`src/rtl/bkram_sd_ctrl.sv`:
```
// bkram_sd_ctrl: streams backup RAM to/from an SD image one 512-byte sector at a time, and formats it.
// Define BKRAM_AUTOSAVE_EN to add an idle-timer automatic save after the core dirties the RAM.
module bkram_sd_ctrl #(
    parameter int          SEC_W           = 4,
    parameter int          SLOT_W          = 2,
    parameter logic [15:0] HDR0            = 16'h5548,
    parameter logic [15:0] HDR1            = 16'h4D42,
    parameter logic [15:0] HDR2            = 16'h8800,
    parameter logic [15:0] HDR3            = 16'h8010,
    parameter logic [31:0] AUTOSAVE_CYCLES = 32'd50_000_000
) (
    input  logic                clk_sys,
    input  logic                reset_n,
    input  logic                downloading,
    input  logic                img_mounted,
    input  logic                img_readonly,
    input  logic                img_size_nz,
    input  logic                load_req,
    input  logic                save_req,
    input  logic                format_req,
    input  logic [SLOT_W-1:0]   slot,
    input  logic                dirty_set,
    output logic                ena,
    output logic                busy,
    output logic                loading,
    output logic                done,
    output logic [31:0]         sd_lba,
    output logic                sd_rd,
    output logic                sd_wr,
    input  logic                sd_ack,
    input  logic [7:0]          sd_buff_addr,
    input  logic [15:0]         sd_buff_dout,
    input  logic                sd_buff_wr,
    output logic [15:0]         sd_buff_din,
    output logic [SEC_W+7:0]    ram_addr,
    output logic [15:0]         ram_wdata,
    output logic                ram_we,
    input  logic [15:0]         ram_q
);
    localparam int AW = SEC_W + 8;

    typedef enum logic [2:0] {IDLE, FMT_CLR, FMT_HDR, REQ, XFER, FIN} state_t;

    state_t            r_state, w_next;
    logic              r_load_d, r_save_d, r_fmt_d, r_dl_d, r_ack_d;
    logic              r_ena, r_mode_load;
    logic [SEC_W-1:0]  r_sec;
    logic [AW-1:0]     r_cnt;
    logic [31:0]       r_lba;
    logic              w_load_e, w_save_e, w_fmt_e, w_ack_rise, w_ack_fall;
    logic              w_start_fmt, w_start_io, w_start_load, w_auto;
    logic              w_ena_set, w_xfer, w_fmt;
    logic [SLOT_W-1:0] w_slot;
    logic [15:0]       w_hdr;

    assign w_load_e   = load_req & ~r_load_d;
    assign w_save_e   = save_req & ~r_save_d;
    assign w_fmt_e    = format_req & ~r_fmt_d;
    assign w_ack_rise = sd_ack & ~r_ack_d;
    assign w_ack_fall = ~sd_ack & r_ack_d;
    assign w_ena_set  = downloading & img_mounted & img_size_nz & ~img_readonly;

`ifdef BKRAM_AUTOSAVE_EN
    logic              r_dirty;
    logic [31:0]       r_idle;
    logic [SLOT_W-1:0] r_last;

    assign w_auto = r_dirty & r_ena & (r_idle == '0);
    assign w_slot = (w_load_e | w_save_e) ? slot : r_last;

    // Any save (manual or automatic) clears dirty; a core write in the same cycle wins.
    always_ff @(posedge clk_sys or negedge reset_n) begin
        if (!reset_n) begin
            r_dirty <= 1'b0;
            r_idle  <= '0;
            r_last  <= '0;
        end else begin
            if (w_start_io)
                r_last <= w_slot;
            if (dirty_set) begin
                r_dirty <= 1'b1;
                r_idle  <= AUTOSAVE_CYCLES;
            end else begin
                if (w_start_io && !w_start_load)
                    r_dirty <= 1'b0;
                if (r_state == IDLE && r_idle != '0)
                    r_idle <= r_idle - 32'd1;
            end
        end
    end
`else
    logic [32:0] w_unused;

    assign w_unused = {dirty_set, AUTOSAVE_CYCLES};
    assign w_auto   = 1'b0;
    assign w_slot   = slot;
`endif

    always_ff @(posedge clk_sys or negedge reset_n) begin
        if (!reset_n)
            r_state <= IDLE;
        else
            r_state <= w_next;
    end

    always_comb begin
        w_next       = r_state;
        w_start_fmt  = 1'b0;
        w_start_io   = 1'b0;
        w_start_load = 1'b0;
        case (r_state)
            IDLE: begin
                w_start_fmt  = w_fmt_e;
                w_start_io   = ~w_fmt_e & ((r_ena & (w_load_e | w_save_e)) | w_auto);
                w_start_load = w_start_io & w_load_e;
                w_next       = w_start_fmt ? FMT_CLR : w_start_io ? REQ : IDLE;
            end
            FMT_CLR: w_next = (&r_cnt) ? FMT_HDR : FMT_CLR;
            FMT_HDR: w_next = (r_cnt[1:0] == 2'd3) ? FIN : FMT_HDR;
            REQ:     w_next = w_ack_rise ? XFER : REQ;
            XFER:    w_next = w_ack_fall ? ((&r_sec) ? FIN : REQ) : XFER;
            default: w_next = IDLE;
        endcase
    end

    // Edge detectors run unconditionally so a level held across an operation never retriggers.
    always_ff @(posedge clk_sys or negedge reset_n) begin
        if (!reset_n) begin
            r_load_d    <= 1'b0;
            r_save_d    <= 1'b0;
            r_fmt_d     <= 1'b0;
            r_dl_d      <= 1'b0;
            r_ack_d     <= 1'b0;
            r_ena       <= 1'b0;
            r_mode_load <= 1'b0;
            r_sec       <= '0;
            r_cnt       <= '0;
            r_lba       <= '0;
        end else begin
            r_load_d <= load_req;
            r_save_d <= save_req;
            r_fmt_d  <= format_req;
            r_dl_d   <= downloading;
            r_ack_d  <= sd_ack;
            r_ena    <= w_ena_set | (r_ena & ~(downloading & ~r_dl_d));
            if (w_start_fmt) begin
                r_cnt       <= '0;
                r_mode_load <= 1'b0;
            end else if (r_state == FMT_CLR || r_state == FMT_HDR) begin
                r_cnt <= r_cnt + 1'b1;
            end
            if (w_start_io) begin
                r_lba       <= 32'({w_slot, {SEC_W{1'b0}}});
                r_sec       <= '0;
                r_mode_load <= w_start_load;
            end else if (r_state == XFER && w_ack_fall && !(&r_sec)) begin
                r_lba <= r_lba + 32'd1;
                r_sec <= r_sec + 1'b1;
            end
        end
    end

    assign w_xfer = (r_state == XFER) & sd_ack;
    assign w_fmt  = (r_state == FMT_CLR) | (r_state == FMT_HDR);
    assign w_hdr  = (r_cnt[1:0] == 2'd0) ? HDR0 :
                    (r_cnt[1:0] == 2'd1) ? HDR1 :
                    (r_cnt[1:0] == 2'd2) ? HDR2 : HDR3;

    assign ena         = r_ena;
    assign busy        = r_state != IDLE;
    assign loading     = r_mode_load & ((r_state == REQ) | (r_state == XFER) | (r_state == FIN));
    assign done        = r_state == FIN;
    assign sd_lba      = r_lba;
    assign sd_rd       = (r_state == REQ) & r_mode_load;
    assign sd_wr       = (r_state == REQ) & ~r_mode_load;
    assign sd_buff_din = ram_q;
    assign ram_addr    = w_xfer ? {r_sec, sd_buff_addr} : w_fmt ? r_cnt : '0;
    assign ram_we      = w_xfer ? (r_mode_load & sd_buff_wr) : w_fmt;
    assign ram_wdata   = (w_xfer & r_mode_load) ? sd_buff_dout :
                         (r_state == FMT_HDR) ? w_hdr : 16'h0000;
endmodule

```
`config.mk`:
```
export PLATFORM = sky130hd
export DESIGN_NAME = bkram_sd_ctrl
export DESIGN_NICKNAME = d
export VERILOG_FILES = /design/src/rtl/bkram_sd_ctrl.sv
export SDC_FILE = /design/constraint.sdc
export NUM_CORES = 1
export LEC_CHECK = 0
export BUFFER_PORTS_ARGS = -buffer_cell sky130_fd_sc_hd__buf_2
export CAP_MARGIN = 20
export CORE_MARGIN = 8
export CORE_UTILIZATION = 49
export CTS_CLUSTER_DIAMETER = 30
export DETAILED_ROUTE_END_ITERATION = 12
export GPL_TIMING_DRIVEN = 0
export HOLD_SLACK_MARGIN = 0.12
export PLACE_DENSITY = 0.81
export SLEW_MARGIN = 20
export SYNTH_ARGS = -nofsm -noshare
export SYNTH_HDL_FRONTEND = slang
export SYNTH_SLANG_ARGS = --single-unit
```
`constraint.sdc`:
```
create_clock -name clk_sys -period 2.8 [get_ports clk_sys]
set_input_delay 0.56 -clock clk_sys [delete_from_list [all_inputs] [get_ports clk_sys]]
set_output_delay 0.56 -clock clk_sys [all_outputs]
set_load 0.01 [all_outputs]
```
==> qor.yml <==
drc_errors: 0
crit_path_end_kind: "primary output"
final_area_um2: 4540
yosysUniqueCellTypes: 47
vdd_drop_max_mv: 0.424
wirelength_um: 9910
startpoint_type: "register"
track_usage_pct: 19.2
pin_count: 137
gp_congestion: 0.865
critPathMaxStageDelay_ns: 0.48
finalPower_mw: 2.94
clockBufferDepth: 2
maxCapViolCount: 0
synthesis.instances: 393
clock_skew_ns: 0.0126
fmax_mhz: 382
drive_gt1_share_pct: 31.1
drv_slew: 0
synth_nets: 452
drt_iter0_drc: 200
post-route-period-util_pct: 93.5
grt_first_pass_wirelength_um: 16000
syn_avg_cell_area_um2: 9.03
status: "complete, no violations"
core-area_um2: 7140
finalNetCount: 583
port_buffers: 119
setup_violations: 0
synth_flop_cell: "dfrtp_1"
clkTransAtPathRegs_ns: 0.07
final_cell_mix: "120 x buf_2, 58 x dfrtp_1, 33 x nand2_1, 22 x nand3_1, 20 x nor2_1"
fin_crit_ns: 2.62
hold_viol_final: 0
total_leakage_power_nw: 2.26
wl_per_cell_um: 15.8
seqPwrFrac_pct: 36.0
insertion_delay_ns: 0.33
ys_top_cells_by_area: "dfrtp_1 41%, a22o_1 4.4%, nand2_1 3.5%, mux2i_1 3.4%, buf_4 3.4%"
cts_num_sinks: 58
tightest_slew_ns: 0.751
cp_data_required_time_ns: 2.24
ys_seq_elements: 58
stdcell_count: 627
dr.pass1.iters: 4
htreeDepth: 3
initial_core_util_pct: 49.7
netSwitchingFraction_pct: 34.5
cp_cell_sequence: "nor3b_4 -> and2_1 -> clkbuf_1 -> a22o_1 -> buf_2"
antenna_found_initial: 0
async_flop_share_pct: 100
root_buffer: "clkbuf_8"
synth_top_area_share_pct: 40.9
avgViaCountPerCell: 5.53
relSlewSlack_pct: 49.9
synth.largest_area_cell: "dfrtp_1"
vias: 3467
whs_ns: 0.301
synth_edf_count: 0
die-area_um2: 10200
grt_max_degree: 59
yosysWarnings: 0
critPathMaxFanout: 10
dpl_cell_area_um2: 4270
dieHeight_um: 101
grt_pass1_vias: 3381
cts_buffers: 9
arrival_ns: 2.06
pwr-share-comb_pct: 31.7
min_path_type: "primary input to async pin"
rows: 31
hpwlAfterDp_um: 7370
layout_commonest_cell: "buf_2"
syn-cell-area_um2: 3550
n_antenna_cell: 0
power_density_nw_per_um2: 648
cts_tree: "yes"
die_width_um: 101
internal-power_mw: 1.92
pwr-share-clk_pct: 32.2
grt_remaining_overflow: 0
placedCellCount: 611
yosysSeqAreaShare_pct: 40.9
cp_slowest_cell: "dfrtp_1"
drtAntennaViolNets: 0
area_delta_synth_final_pct: 27.9
crit_type: "register to primary output"
p_switching_mw: 1.02
sequential cells by signal, indices dropped and copies added (netlist names):
signal       flops
sd_lba          32
r_cnt           12
r_sec            4
r_state          3
ena              1
r_ack_d          1
r_dl_d           1
r_fmt_d          1
r_load_d         1
r_mode_load      1
r_save_d         1
path summary, 6_finish.rpt:
path	endpoint	slack (ns)	startpoint	cells past startpoint
min	sd_lba[14]	0.30	reset_n	1
min reg2reg	ena	0.47	r_dl_d	2
max in group asynchronous	sd_lba[6]	2.01	reset_n	1
max reg2reg	sd_lba[30]	0.50	r_sec[0]	6
max	ram_addr[9]	0.18	r_state[2]	5
min in group clk_sys	r_fmt_d	0.35	format_req	1
power groups by stage:
| stage | clock network [mW] | logic (mW) | registers, mW |
|---|---|---|---|
| final | 0.947 | 0.933 | 1.06 |
| after floorplan | 0 | 0.604 | 1.05 |
| after global placement | 0 | 0.890 | 1.06 |
| after detailed placement | 0 | 0.910 | 1.07 |
| after global routing | 1.01 | 1.04 | 1.08 |
| after CTS | 0.964 | 0.932 | 1.06 |
cells by family after synthesis:
family	count (synthesis)	synth area share [%]
AND/OR/NAND/NOR	179	28.5
XOR/XNOR	14	3.46
multiplexers	12	3.39
flip-flops	58	40.9
adder cells (fa/ha/maj)	5	1.76
AO/OA/AOI/OAI	80	15.3
buffers and inverters	45	6.74
cells in the mapped netlist, drive strengths merged, types with 3 or more instances:
cell type and number:
or4 10, or3 9, nand3 22, xnor2 9, xor2 5, clkbuf 13, a22o 18, and4 5
a21oi 19, mux2i 12, nand2b 17, nor3 7, a21o 5, nand4 14, nor4b 3, nor2 21
nand2 33, nor2b 5, dfrtp 58, and2 8, ha 5, inv 11, buf 21, o31ai 8
and3 7, o21ai 18, nor4 11
through the flow:
step | worst slack [ns] | util, % | setup TNS (ns)
2_1_floorplan | 0.544 | - | 0
6_report | 0.183 | 63.6 | 0
3_3_place_gp | 0.181 | 59.8 | 0
4_1_cts | 0.0228 | 63.5 | 0
3_5_place_dp | 0.151 | 59.8 | 0
5_1_grt | -0.000745 | 63.6 | -0.000745
layout make-up:
class,count,area (um^2)
Fill cell,635,2600
Multi-Input combinational cell,290,1870
Sequential cell,58,1450
Timing Repair Buffer,120,606
Buffer,34,200
Clock buffer,10,138
Tap cell,99,124
Clock inverter,5,103
Inverter,11,41.3
routing by layer:
metal	vias to the layer above	global-route usage (%)	wire length (um)
met4	0	4.93	78
met2	125	31.6	4830
met1	1638	23.9	4170
met3	10	5.73	827
met5	-	0	0
li1	1694	-	-
critical path, delay by kind of cell, from the launching register on:
family | cells | cell delay [ns]
compound gates | 1 | 0.24
buf+inv | 2 | 0.53
simple gates | 2 | 0.47
flops | 1 | 0.48
timing repair:
| action | 4_1_cts | 5_1_grt |
|---|---|---|
| hold buffers | 0 | 0 |
| gates cloned | 0 | 0 |
| resized for setup | 2 | 5 |
| buffers inserted | 1 | 0 |
| setup endpoints to repair | 20 | 19 |
Power figures use the tool's default switching activity.
